**src/rtl/key_debounce_pkg.sv**
```systemverilog
// key_debounce_pkg: shared state encoding and default debounce length for key conditioning
package key_debounce_pkg;
  typedef enum logic [1:0] {
    RELEASED        = 2'd0,
    PRESS_PENDING   = 2'd1,
    PRESSED         = 2'd2,
    RELEASE_PENDING = 2'd3
  } key_state_t;
  localparam int DEBOUNCE_10MS_50MHZ = 500000;
endpackage

```
**src/rtl/key_debounce_if.sv**
```systemverilog
// key_debounce_if: raw active-low keys in, debounced level and event pulses out
interface key_debounce_if #(parameter int WIDTH = 4);
  logic [WIDTH-1:0] key_n;
  logic [WIDTH-1:0] pressed;
  logic [WIDTH-1:0] press_pulse;
  logic [WIDTH-1:0] release_pulse;
  modport master (output key_n, input pressed, press_pulse, release_pulse);
  modport slave (input key_n, output pressed, press_pulse, release_pulse);
endinterface

```
**src/rtl/key_debounce_channel.sv**
```systemverilog
// key_debounce_channel: synchronizer, stability FSM and registered outputs for one key
module key_debounce_channel
  import key_debounce_pkg::*;
#(
  parameter int STABLE_CYCLES = DEBOUNCE_10MS_50MHZ
) (
  input  logic clk,
  input  logic reset,
  input  logic key_n,
  output logic pressed,
  output logic press_pulse,
  output logic release_pulse
);
  localparam int CNT_W = $clog2(STABLE_CYCLES);
  logic s1, s2, raw, done, press_nx, release_nx;
  key_state_t state, state_nx;
  logic [CNT_W-1:0] cnt, cnt_nx;
  assign raw = ~s2;
  assign done = cnt == CNT_W'(STABLE_CYCLES - 1);
  always_ff @(posedge clk or negedge reset) begin
    if (!reset) begin
      s1 <= 1'b1;
      s2 <= 1'b1;
      state <= RELEASED;
      cnt <= '0;
      pressed <= 1'b0;
      press_pulse <= 1'b0;
      release_pulse <= 1'b0;
    end else begin
      s1 <= key_n;
      s2 <= s1;
      state <= state_nx;
      cnt <= cnt_nx;
      pressed <= state_nx inside {PRESSED, RELEASE_PENDING};
      press_pulse <= press_nx;
      release_pulse <= release_nx;
    end
  end
  // counter is compared before increment, so it tops out at STABLE_CYCLES-1
  always_comb begin
    state_nx = state;
    cnt_nx = '0;
    press_nx = 1'b0;
    release_nx = 1'b0;
    case (state)
      RELEASED: if (raw) begin
        state_nx = PRESS_PENDING;
        cnt_nx = CNT_W'(1);
      end
      PRESS_PENDING: if (!raw) state_nx = RELEASED;
      else if (done) begin
        state_nx = PRESSED;
        press_nx = 1'b1;
      end else cnt_nx = cnt + 1'b1;
      PRESSED: if (!raw) begin
        state_nx = RELEASE_PENDING;
        cnt_nx = CNT_W'(1);
      end
      RELEASE_PENDING: if (raw) state_nx = PRESSED;
      else if (done) begin
        state_nx = RELEASED;
        release_nx = 1'b1;
      end else cnt_nx = cnt + 1'b1;
      default: state_nx = RELEASED;
    endcase
  end
endmodule

```
**src/rtl/key_debounce.sv**
```systemverilog
// key_debounce: WIDTH independent debounce channels for the board push-buttons
module key_debounce
  import key_debounce_pkg::*;
#(
  parameter int WIDTH = 4,
  parameter int STABLE_CYCLES = DEBOUNCE_10MS_50MHZ
) (
  input logic clk,
  input logic reset,
  key_debounce_if.slave kb
);
  logic [WIDTH-1:0] pressed, press_pulse, release_pulse;
  for (genvar i = 0; i < WIDTH; i++) begin : g_ch
    key_debounce_channel #(.STABLE_CYCLES(STABLE_CYCLES)) u_ch (
      .clk(clk),
      .reset(reset),
      .key_n(kb.key_n[i]),
      .pressed(pressed[i]),
      .press_pulse(press_pulse[i]),
      .release_pulse(release_pulse[i])
    );
  end
  assign kb.pressed = pressed;
  assign kb.press_pulse = press_pulse;
  assign kb.release_pulse = release_pulse;
endmodule
```
**src/flat_wrapper.sv**
```systemverilog
// flat-port wrapper written by rule: the top's interface ports become plain ports
module key_debounce_flat import key_debounce_pkg::*;
#(
  parameter int WIDTH = 4,
  parameter int STABLE_CYCLES = DEBOUNCE_10MS_50MHZ
)
  (clk, reset, kb_key_n, kb_pressed, kb_press_pulse, kb_release_pulse);
  key_debounce_if #(.WIDTH(WIDTH)) kb_i ();
  input logic clk;
  input logic reset;
  input wire logic [$bits(kb_i.key_n)-1:0] kb_key_n;
  output wire logic [$bits(kb_i.pressed)-1:0] kb_pressed;
  output wire logic [$bits(kb_i.press_pulse)-1:0] kb_press_pulse;
  output wire logic [$bits(kb_i.release_pulse)-1:0] kb_release_pulse;
  assign kb_i.key_n = kb_key_n;
  assign kb_pressed = kb_i.pressed;
  assign kb_press_pulse = kb_i.press_pulse;
  assign kb_release_pulse = kb_i.release_pulse;
  key_debounce #(.WIDTH(WIDTH), .STABLE_CYCLES(STABLE_CYCLES)) u_core (.clk(clk), .reset(reset), .kb(kb_i));
endmodule
```
**config.mk**
```make
export PLATFORM = sky130hd
export DESIGN_NAME = key_debounce_flat
export DESIGN_NICKNAME = d
export VERILOG_FILES = /design/src/rtl/key_debounce_pkg.sv /design/src/rtl/key_debounce_if.sv /design/src/rtl/key_debounce_channel.sv /design/src/rtl/key_debounce.sv /design/src/flat_wrapper.sv
export SDC_FILE = /design/constraint.sdc
export NUM_CORES = 1
export LEC_CHECK = 0
export ABC_AREA = 1
export BUFFER_PORTS_ARGS = -buffer_cell sky130_fd_sc_hd__buf_4
export CAP_MARGIN = 15
export CORE_MARGIN = 10
export CORE_UTILIZATION = 65
export CTS_CLUSTER_SIZE = 25
export DETAILED_ROUTE_END_ITERATION = 7
export PLACE_DENSITY = 0.83
export SLEW_MARGIN = 0
export SYNTH_ARGS = -nofsm -noshare
export SYNTH_HDL_FRONTEND = slang
export SYNTH_SLANG_ARGS = --single-unit
export TNS_END_PERCENT = 10
```
**constraint.sdc**
```tcl
create_clock -name clk -period 3.3 [get_ports clk]
set_clock_uncertainty 0.15 [all_clocks]
set_input_delay 0.495 -clock clk [delete_from_list [all_inputs] [get_ports clk]]
set_output_delay 0.495 -clock clk [all_outputs]
set_load 0.005 [all_outputs]
```
==> metrics.yaml, run 1 <==
run_status:
  status: "finished, final reports clean"
synth:
  synthTopCellsByCount: "nor2_1 (176), nand2_1 (169), dfrtp_1 (96)"
  syn_inst: 690
  yosys.area.top_type: "dfrtp_1"
  ys_seq_elements: 104
  synth-main-ff-cell: "dfrtp_1"
  synthMostInstantiatedCell: "nor2_1"
  synth_cell_types: 30
  synth-async-reset-ratio_pct: 100
  synth_area_sq_um: 5340
  syn_nets: 700
  syn_avg_cell_area_sq_um: 7.74
  synth_top_area_share_pct: 45.0
  synth_edf_count: 0
  synth_warnings: 0
  yosysSeqAreaShare_pct: 48.9
  synthTopCellsByArea: "dfrtp_1 (45%), nor2_1 (12%), nand2_1 (12%), inv_1 (5.7%), xor2_1 (4.3%)"
clock_network:
  clkTransAtPathRegs_ns: 0.10
  cts_resized: 0
  hold_buffers: 1
  postCtsSetupBuffers: 0
  h-tree-depth: 3
  clockBufferDepth: 2
  root_buffer: "clkbuf_8"
  cts_inserted_buffers: 9
  clock-sinks: 104
  cts_tree: "yes"
  clock_latency_ns: 0.37
timing:
  finalSetupTns_ns: 0
  finalSetupViolCount: 0
  worstMarginPinSlew_ns: 0.569
  fmax_mhz: 546
  fin_crit_ns: 1.83
  relSlewSlack_pct: 62.1
  slew_violations: 0
  finalHoldViolations: 0
  min_period_over_period_pct: 55.5
  rsz0062_at_grt: "no"
cells_and_area:
  design_area_sq_um: 5730
  diodes: 0
  drive_above_1_share_pct: 9.85
  fin_nets: 716
  fin_util_pct: 70.8
  areaGrowthSynthToFinish_pct: 7.29
place:
  io_buffers: 17
  place_congestion: 0.914
  dp_hpwl_mm: 7.53
  dpl-instance-area_sq_um: 5510
setup_path:
  reg2regPathDepth: 8
  worst-path-stages: 8
  endpoint_kind: "flop"
  critical_path.startpoint: "u_core.g_ch[2].u_ch.cnt[0]"
  critPathBufInv: 2
  cp_slowest_stage_delay_ns: 0.42
  path_class: "flop to flop"
  critPathMostFrequentCell: "nor2_2"
  path_max_fanout: 10
  crit_path_top_delay_cell: "dfrtp_1"
  timing.rr.start: "u_core.g_ch[2].u_ch.cnt[0]"
  startpoint_type: "flop"
  path_cells: "ha_1 -> nand3_4 -> inv_2 -> nand3_1 -> nor2_2 -> nor2_2 -> inv_4 -> nor2_1"
  cpLargestDelayFamily: "simple AND/OR/NAND/NOR gates"
  arrival_ns: 1.98
  worstPathRequired_ns: 3.44
hold_path:
  hold_class: "input pin to flop"
  hold_start: "kb_key_n[0]"
  hold_depth: 1
die:
  dieWidth_um: 111
  core-area_sq_um: 8090
  rows: 33
  ios: 18
  initial_core_util_pct: 66.0
  die_h_um: 111
  dieArea_sq_um: 12200
run:
  drv_cap: 0
global_routing:
  grt.met2_usage_pct: 27.2
  grt_pass1_vias: 4108
  grt_busiest_layer: "met2"
  antenna_found_initial: 0
  use_met3_pct: 4.76
  grt_pass1_wl_mm: 17.7
  grt_util_met1_pct: 20.2
  grtUsageTotal_pct: 16.5
  grt_max_degree: 61
  grt_remaining_overflow: 0
routing:
  vias: 4206
  postRouteAntennaNets: 0
  wl_per_cell_um: 12.3
  drt_iter0_markers: 206
  finalWirelength_mm: 10.1
  dr.pass1.iters: 6
  drc_errors: 0
  viasPerCell: 5.15
power:
  leakagePower_uw: 0.00264
  ir_drop_v: 0.000234
  powerDensity_nw_per_um2: 389
==> state kept, by name, summed over array words and instances, names as in the netlist <==
| signal | cells |
|---|---|
| u_core.g_ch.u_ch.cnt | 76 |
| u_core.g_ch.u_ch.state | 8 |
| u_core.g_ch.u_ch.press_pulse | 4 |
| u_core.g_ch.u_ch.pressed | 4 |
| u_core.g_ch.u_ch.release_pulse | 4 |
| u_core.g_ch.u_ch.s1 | 4 |
| u_core.g_ch.u_ch.s2 | 4 |
==> path summary, 6_finish.rpt <==
kind | to | slack, ns
hold reg to reg | u_core.g_ch[3].u_ch.s2 | 0.21
setup / recovery | u_core.g_ch[2].u_ch.cnt[10] | 1.47
min in group asynchronous | u_core.g_ch[1].u_ch.cnt[17] | 0.51
hold / removal | u_core.g_ch[0].u_ch.s1 | 0.08
max in group asynchronous | u_core.g_ch[0].u_ch.s2 | 1.75
setup reg to reg | u_core.g_ch[2].u_ch.cnt[10] | 1.47
==> layout by cell type (no fill, tap or decap), drive strengths merged, types with 3 or more instances in the layout <==
cell      n
dfstp     8
xnor2     9
clkbuf   11
a21oi     3
inv      86
nor2    190
nor3      9
ha        4
xor2     26
nand2   173
o21ai    12
nand3    37
buf      18
dfrtp    96
nand4    16
==> kinds of logic after synthesis <==
logic type                 after synthesis  synth area share [%]
adders and majority gates                4                 0.937
and+or+nand+nor                        429                  34.4
xor gates and xnor gates                35                  5.74
AOI/OAI and AO/OA                       18                  1.80
DFF                                    104                  48.9
buffers and inverters                  100                  8.20
==> where the power goes <==
part	switching [uW]	internal, uW	total [uW]
registers	12.2	1290	1300
clock network	419	428	847
logic	54.0	21.5	75.5
total	485	1740	2230
==> stage by stage <==
stage	cells	hold slack [ns]	setup slack, ns	total power (uW)
floorplan	690	0.0494	1.71	1360
global placement	799	0.197	1.58	1400
finish	816	0.0762	1.47	2230
detailed placement	799	0.197	1.48	1410
global route	816	0.0435	1.32	2320
CTS	816	0.0593	1.46	2260
==> layout make-up <==
type	instances	area (sq um)
Clock buffer	11	131
Clock inverter	5	81.3
Fill cell	624	2360
Inverter	86	325
Multi-Input combinational cell	486	2290
Sequential cell	104	2610
Tap cell	105	131
Timing Repair Buffer	19	158
==> worst register-to-register path, cell delays in order, from the launching register on <==
cell and delay, ns:
dfrtp_1 0.42, ha_1 0.26, nand3_4 0.13, inv_2 0.04
nand3_1 0.09, nor2_2 0.06, nor2_2 0.36, inv_4 0.12
nor2_1 0.13
==> routing by layer <==
metal	part of all wire, %	vias up	routed length, um
met5	0	-	0
met4	1.5	0	155
met3	4.8	18	488
met2	48	88	4850
met1	45	1969	4580
li1	-	2131	-
(Power assumes the default switching activity.)
==> inputs of run 2 (changes only) <==
--- a/config.mk
+++ b/config.mk
@@ -5,14 +5,14 @@
 export SDC_FILE = /design/constraint.sdc
 export NUM_CORES = 1
 export LEC_CHECK = 0
-export ABC_AREA = 1
+export ABC_AREA = 0
 export BUFFER_PORTS_ARGS = -buffer_cell sky130_fd_sc_hd__buf_4
 export CAP_MARGIN = 15
 export CORE_MARGIN = 10
-export CORE_UTILIZATION = 65
+export CORE_UTILIZATION = 62
 export CTS_CLUSTER_SIZE = 25
 export DETAILED_ROUTE_END_ITERATION = 7
-export PLACE_DENSITY = 0.83
+export PLACE_DENSITY = 0.8
 export SLEW_MARGIN = 0
 export SYNTH_ARGS = -nofsm -noshare
 export SYNTH_HDL_FRONTEND = slang
==> constraint.sdc (replaced) <==
create_clock -name clk -period 1.8 [get_ports clk]
set_clock_uncertainty 0.15 [all_clocks]
set_input_delay 0.27 -clock clk [delete_from_list [all_inputs] [get_ports clk]]
set_output_delay 0.27 -clock clk [all_outputs]
set_load 0.005 [all_outputs]
==> run 2 against run 1 <==
The flow now finishes with violations (setup timing). Via count shrank 7.2%. Sequential share of layout area shrank 2.9 points. Clock power grew 92%. Combinational power grew 140%. Setup slack lost 1.6 ns. Largest power group unchanged.
==> metrics.yaml, run 2 <==
synth:
  synth_area_sq_um: 4930  # was 5340 sq um
  syn_avg_cell_area_sq_um: 10.2  # was 7.74 sq um
  synth_warnings: 0  # unchanged
  synth-main-ff-cell: "dfrtp_1"  # unchanged
  synth_cell_types: 42  # was 30
  syn_inst: 484  # was 690
  synth-async-reset-ratio_pct: 100  # unchanged
  synthTopCellsByArea: "dfrtp_1 (49%), xnor2_1 (7.1%), nor2_1 (5.9%), dfstp_2 (4.3%), xor2_1 (3.2%)"  # was dfrtp_1 (45%), nor2_1 (12%), nand2_1 (12%), inv_1 (5.7%), xor2_1 (4.3%)
  syn_nets: 494  # was 700
  ys_seq_elements: 104  # unchanged
  yosysSeqAreaShare_pct: 53.0  # was 48.9%
  synth_top_area_share_pct: 48.7  # was 45.0%
  yosys.area.top_type: "dfrtp_1"  # unchanged
  synth_edf_count: 0  # unchanged
  synthTopCellsByCount: "dfrtp_1 (96), nor2_1 (78), xnor2_1 (40)"  # was nor2_1 (176), nand2_1 (169), dfrtp_1 (96)
  synthMostInstantiatedCell: "dfrtp_1"  # was nor2_1
timing:
  relSlewSlack_pct: 64.3  # was 62.1%
  fmax_mhz: 514  # was 546 MHz
  slew_violations: 0  # unchanged
  worst_slack_ns: -0.146  # was 1.47 ns
  worstMarginPinSlew_ns: 0.535  # was 0.569 ns
  finalSetupViolCount: 25  # was 0
  fin_crit_ns: 1.95  # was 1.83 ns
  finalHoldViolations: 0  # unchanged
  rsz0062_at_grt: "yes"  # was no
  finalSetupTns_ns: -2.10  # was 0 ns
  min_period_over_period_pct: 108  # was 55.5%
routing:
  drc_errors: 0  # unchanged
  drt_iter0_markers: 196  # was 206
  vias: 3904  # was 4206
  finalWirelength_mm: 11.0  # was 10.1 mm
  wl_per_cell_um: 16.4  # was 12.3 um
  viasPerCell: 5.84  # was 5.15
  dr.pass1.iters: 4  # was 6
  postRouteAntennaNets: 0  # unchanged
setup_path:
  r2r-end: "u_core.g_ch[2].u_ch.press_pulse"  # was u_core.g_ch[2].u_ch.cnt[10]
  crit_path_top_delay_cell: "dfrtp_2"  # was dfrtp_1
  timing.rr.start: "u_core.g_ch[2].u_ch.cnt[10]"  # was u_core.g_ch[2].u_ch.cnt[0]
  startpoint_type: "flop"  # unchanged
  reg2regPathDepth: 4  # was 8
  path_class: "flop to flop"  # unchanged
  worstPathRequired_ns: 1.95  # was 3.44 ns
  endpoint_kind: "flop"  # unchanged
  cp_slowest_stage_delay_ns: 0.45  # was 0.42 ns
  cpLargestDelayFamily: "simple AND/OR/NAND/NOR gates"  # unchanged
  path_cells: "nor4b_2 -> nand4_1 -> nor3_4 -> nor3b_4"  # was ha_1 -> nand3_4 -> inv_2 -> nand3_1 -> nor2_2 -> nor2_2 -> inv_4 -> nor2_1
  r2r_setup_slack_ns: -0.15  # was 1.47 ns
  path_max_fanout: 6  # was 10
  critPathBufInv: 0  # was 2
  arrival_ns: 2.09  # was 1.98 ns
place:
  dpl-instance-area_sq_um: 5570  # was 5510 sq um
  dp_hpwl_mm: 6.83  # was 7.53 mm
  place_congestion: 0.886  # was 0.914
  io_buffers: 17  # unchanged
power:
  power_uw: 4210  # was 2230 uW
  leakagePower_uw: 0.00248  # was 0.00264 uW
  powerDensity_nw_per_um2: 687  # was 389 nW/um^2
  ir_drop_v: 0.000567  # was 0.000234 V
clock_network:
  root_buffer: "clkbuf_8"  # unchanged
  cts_inserted_buffers: 9  # unchanged
  clkTransAtPathRegs_ns: 0.10  # about the same
  h-tree-depth: 3  # unchanged
  clockBufferDepth: 2  # unchanged
  clock-sinks: 104  # unchanged
  cts_tree: "yes"  # unchanged
  clock_latency_ns: 0.37  # about the same
global_routing:
  antenna_found_initial: 0  # unchanged
  grt_remaining_overflow: 0  # unchanged
  grtUsageTotal_pct: 17.8  # was 16.5%
  grt_pass1_vias: 3849  # was 4108
  grt.met2_usage_pct: 30.4  # was 27.2%
  grt_busiest_layer: "met2"  # unchanged
  grt_pass1_wl_mm: 17.4  # was 17.7 mm
  use_met3_pct: 4.90  # was 4.76%
  grt_max_degree: 105  # was 61
  grt_util_met1_pct: 21.7  # was 20.2%
hold_path:
  hold_depth: 0  # was 1
  hold_class: "flop to flop"  # was input pin to flop
  hold_start: "u_core.g_ch[0].u_ch.s1"  # was kb_key_n[0]
  min_to: "u_core.g_ch[0].u_ch.s2"  # was u_core.g_ch[0].u_ch.s1
cells_and_area:
  areaGrowthSynthToFinish_pct: 24.2  # was 7.29%
  largest_register_ffs: 76  # unchanged
  fin_nets: 572  # was 716
  fin_util_pct: 79.3  # was 70.8%
  final_cell_mix: "dfrtp_1 (92), buf_4 (80), nor2_1 (78)"  # was nor2_1 (176), nand2_1 (169), dfrtp_1 (96)
  top_regs: "u_core.g_ch.u_ch.cnt: 76 flops, u_core.g_ch.u_ch.state: 8 flops"  # unchanged
  largest_register: "u_core.g_ch.u_ch.cnt"  # unchanged
  drive_above_1_share_pct: 28.6  # was 9.85%
  diodes: 0  # unchanged
  design_area_sq_um: 6120  # was 5730 sq um
  fillCellCount: 441  # was 624
  layout_commonest_cell: "dfrtp_1"  # was nor2_1
die:
  die_h_um: 109  # was 111 um
  dieWidth_um: 109  # was 111 um
  rows: 32  # was 33
  initial_core_util_pct: 63.8  # was 66.0%
  dieArea_sq_um: 11900  # was 12200 sq um
  core-area_sq_um: 7730  # was 8090 sq um
  ios: 18  # unchanged
run_status:
  violations: "setup timing"
  status: "finished with violations"  # was finished, final reports clean
run:
  drv_cap: 0  # unchanged
## run 2: cell type report
type | count | area (sq um) | area share [%]
inverters | 18 | 67.6 | 1.10
multi-input cells | 339 | 2350 | 38.3
repair buffers | 90 | 733 | 12.0
well taps | 102 | 128 | 2.08
clock inverters | 5 | 78.8 | 1.29
clock buffers | 11 | 151 | 2.47
flip-flops and latches | 104 | 2620 | 42.7
## run 2: logic make-up after synthesis
family / after synthesis / synth area share [%]
DFF: 104 / 53.0
xor gates and xnor gates: 58 / 10.3
and+or+nand+nor: 234 / 25.3
adders and majority gates: 4 / 1.02
muxes: 8 / 1.62
buffers and inverters: 41 / 4.24
AOI/OAI and AO/OA: 35 / 4.57
## run 2: layer usage
| metal | vias up | routed length [um] | share of wire [%] |
|---|---|---|---|
| li1 | 1836 | - | - |
| met1 | 1966 | 4590 | 42 |
| met2 | 88 | 5670 | 52 |
| met3 | 14 | 527 | 4.8 |
| met4 | 0 | 188 | 1.7 |
| met5 | - | 0 | 0 |
## run 2: repair_timing
action	CTS	global route
endpoints found under the setup margin	49	88
buffers inserted	4	4
endpoints found under the hold margin	100	0
gates resized for setup	11	36
hold buffers	5	0
pin swaps	4	13
## run 2: worst max path at each step
stage,startpoint,to,slack (ns),depth (start not counted)
after floorplan,u_core.g_ch[1].u_ch.cnt[0],u_core.g_ch[1].u_ch.cnt[7],-0.11,8
after global placement,u_core.g_ch[3].u_ch.cnt[0],u_core.g_ch[3].u_ch.cnt[18],-0.02,5
after detailed placement,u_core.g_ch[2].u_ch.cnt[1],u_core.g_ch[2].u_ch.press_pulse,-0.21,5
after CTS,u_core.g_ch[2].u_ch.cnt[0],u_core.g_ch[2].u_ch.press_pulse,-0.11,5
after global routing,u_core.g_ch[2].u_ch.cnt[0],u_core.g_ch[2].u_ch.press_pulse,-0.20,5
final,u_core.g_ch[2].u_ch.cnt[10],u_core.g_ch[2].u_ch.press_pulse,-0.15,4
## run 2: where the power goes
group	internal, uW	leakage (uW)	switching, uW
sequential	2370	0.00140	25.7
clock	857	0.000119	776
combinational	74.9	0.000957	108
## run 2: metrics by stage
stage               instances  hold slack (ns)  worst slack, ns
CTS                       665            0.214           -0.111
detailed placement        640            0.199           -0.206
finish                    669            0.212           -0.146
floorplan                 484           -0.176           -0.107
global route              669            0.215           -0.203
global placement          640            0.195          -0.0230
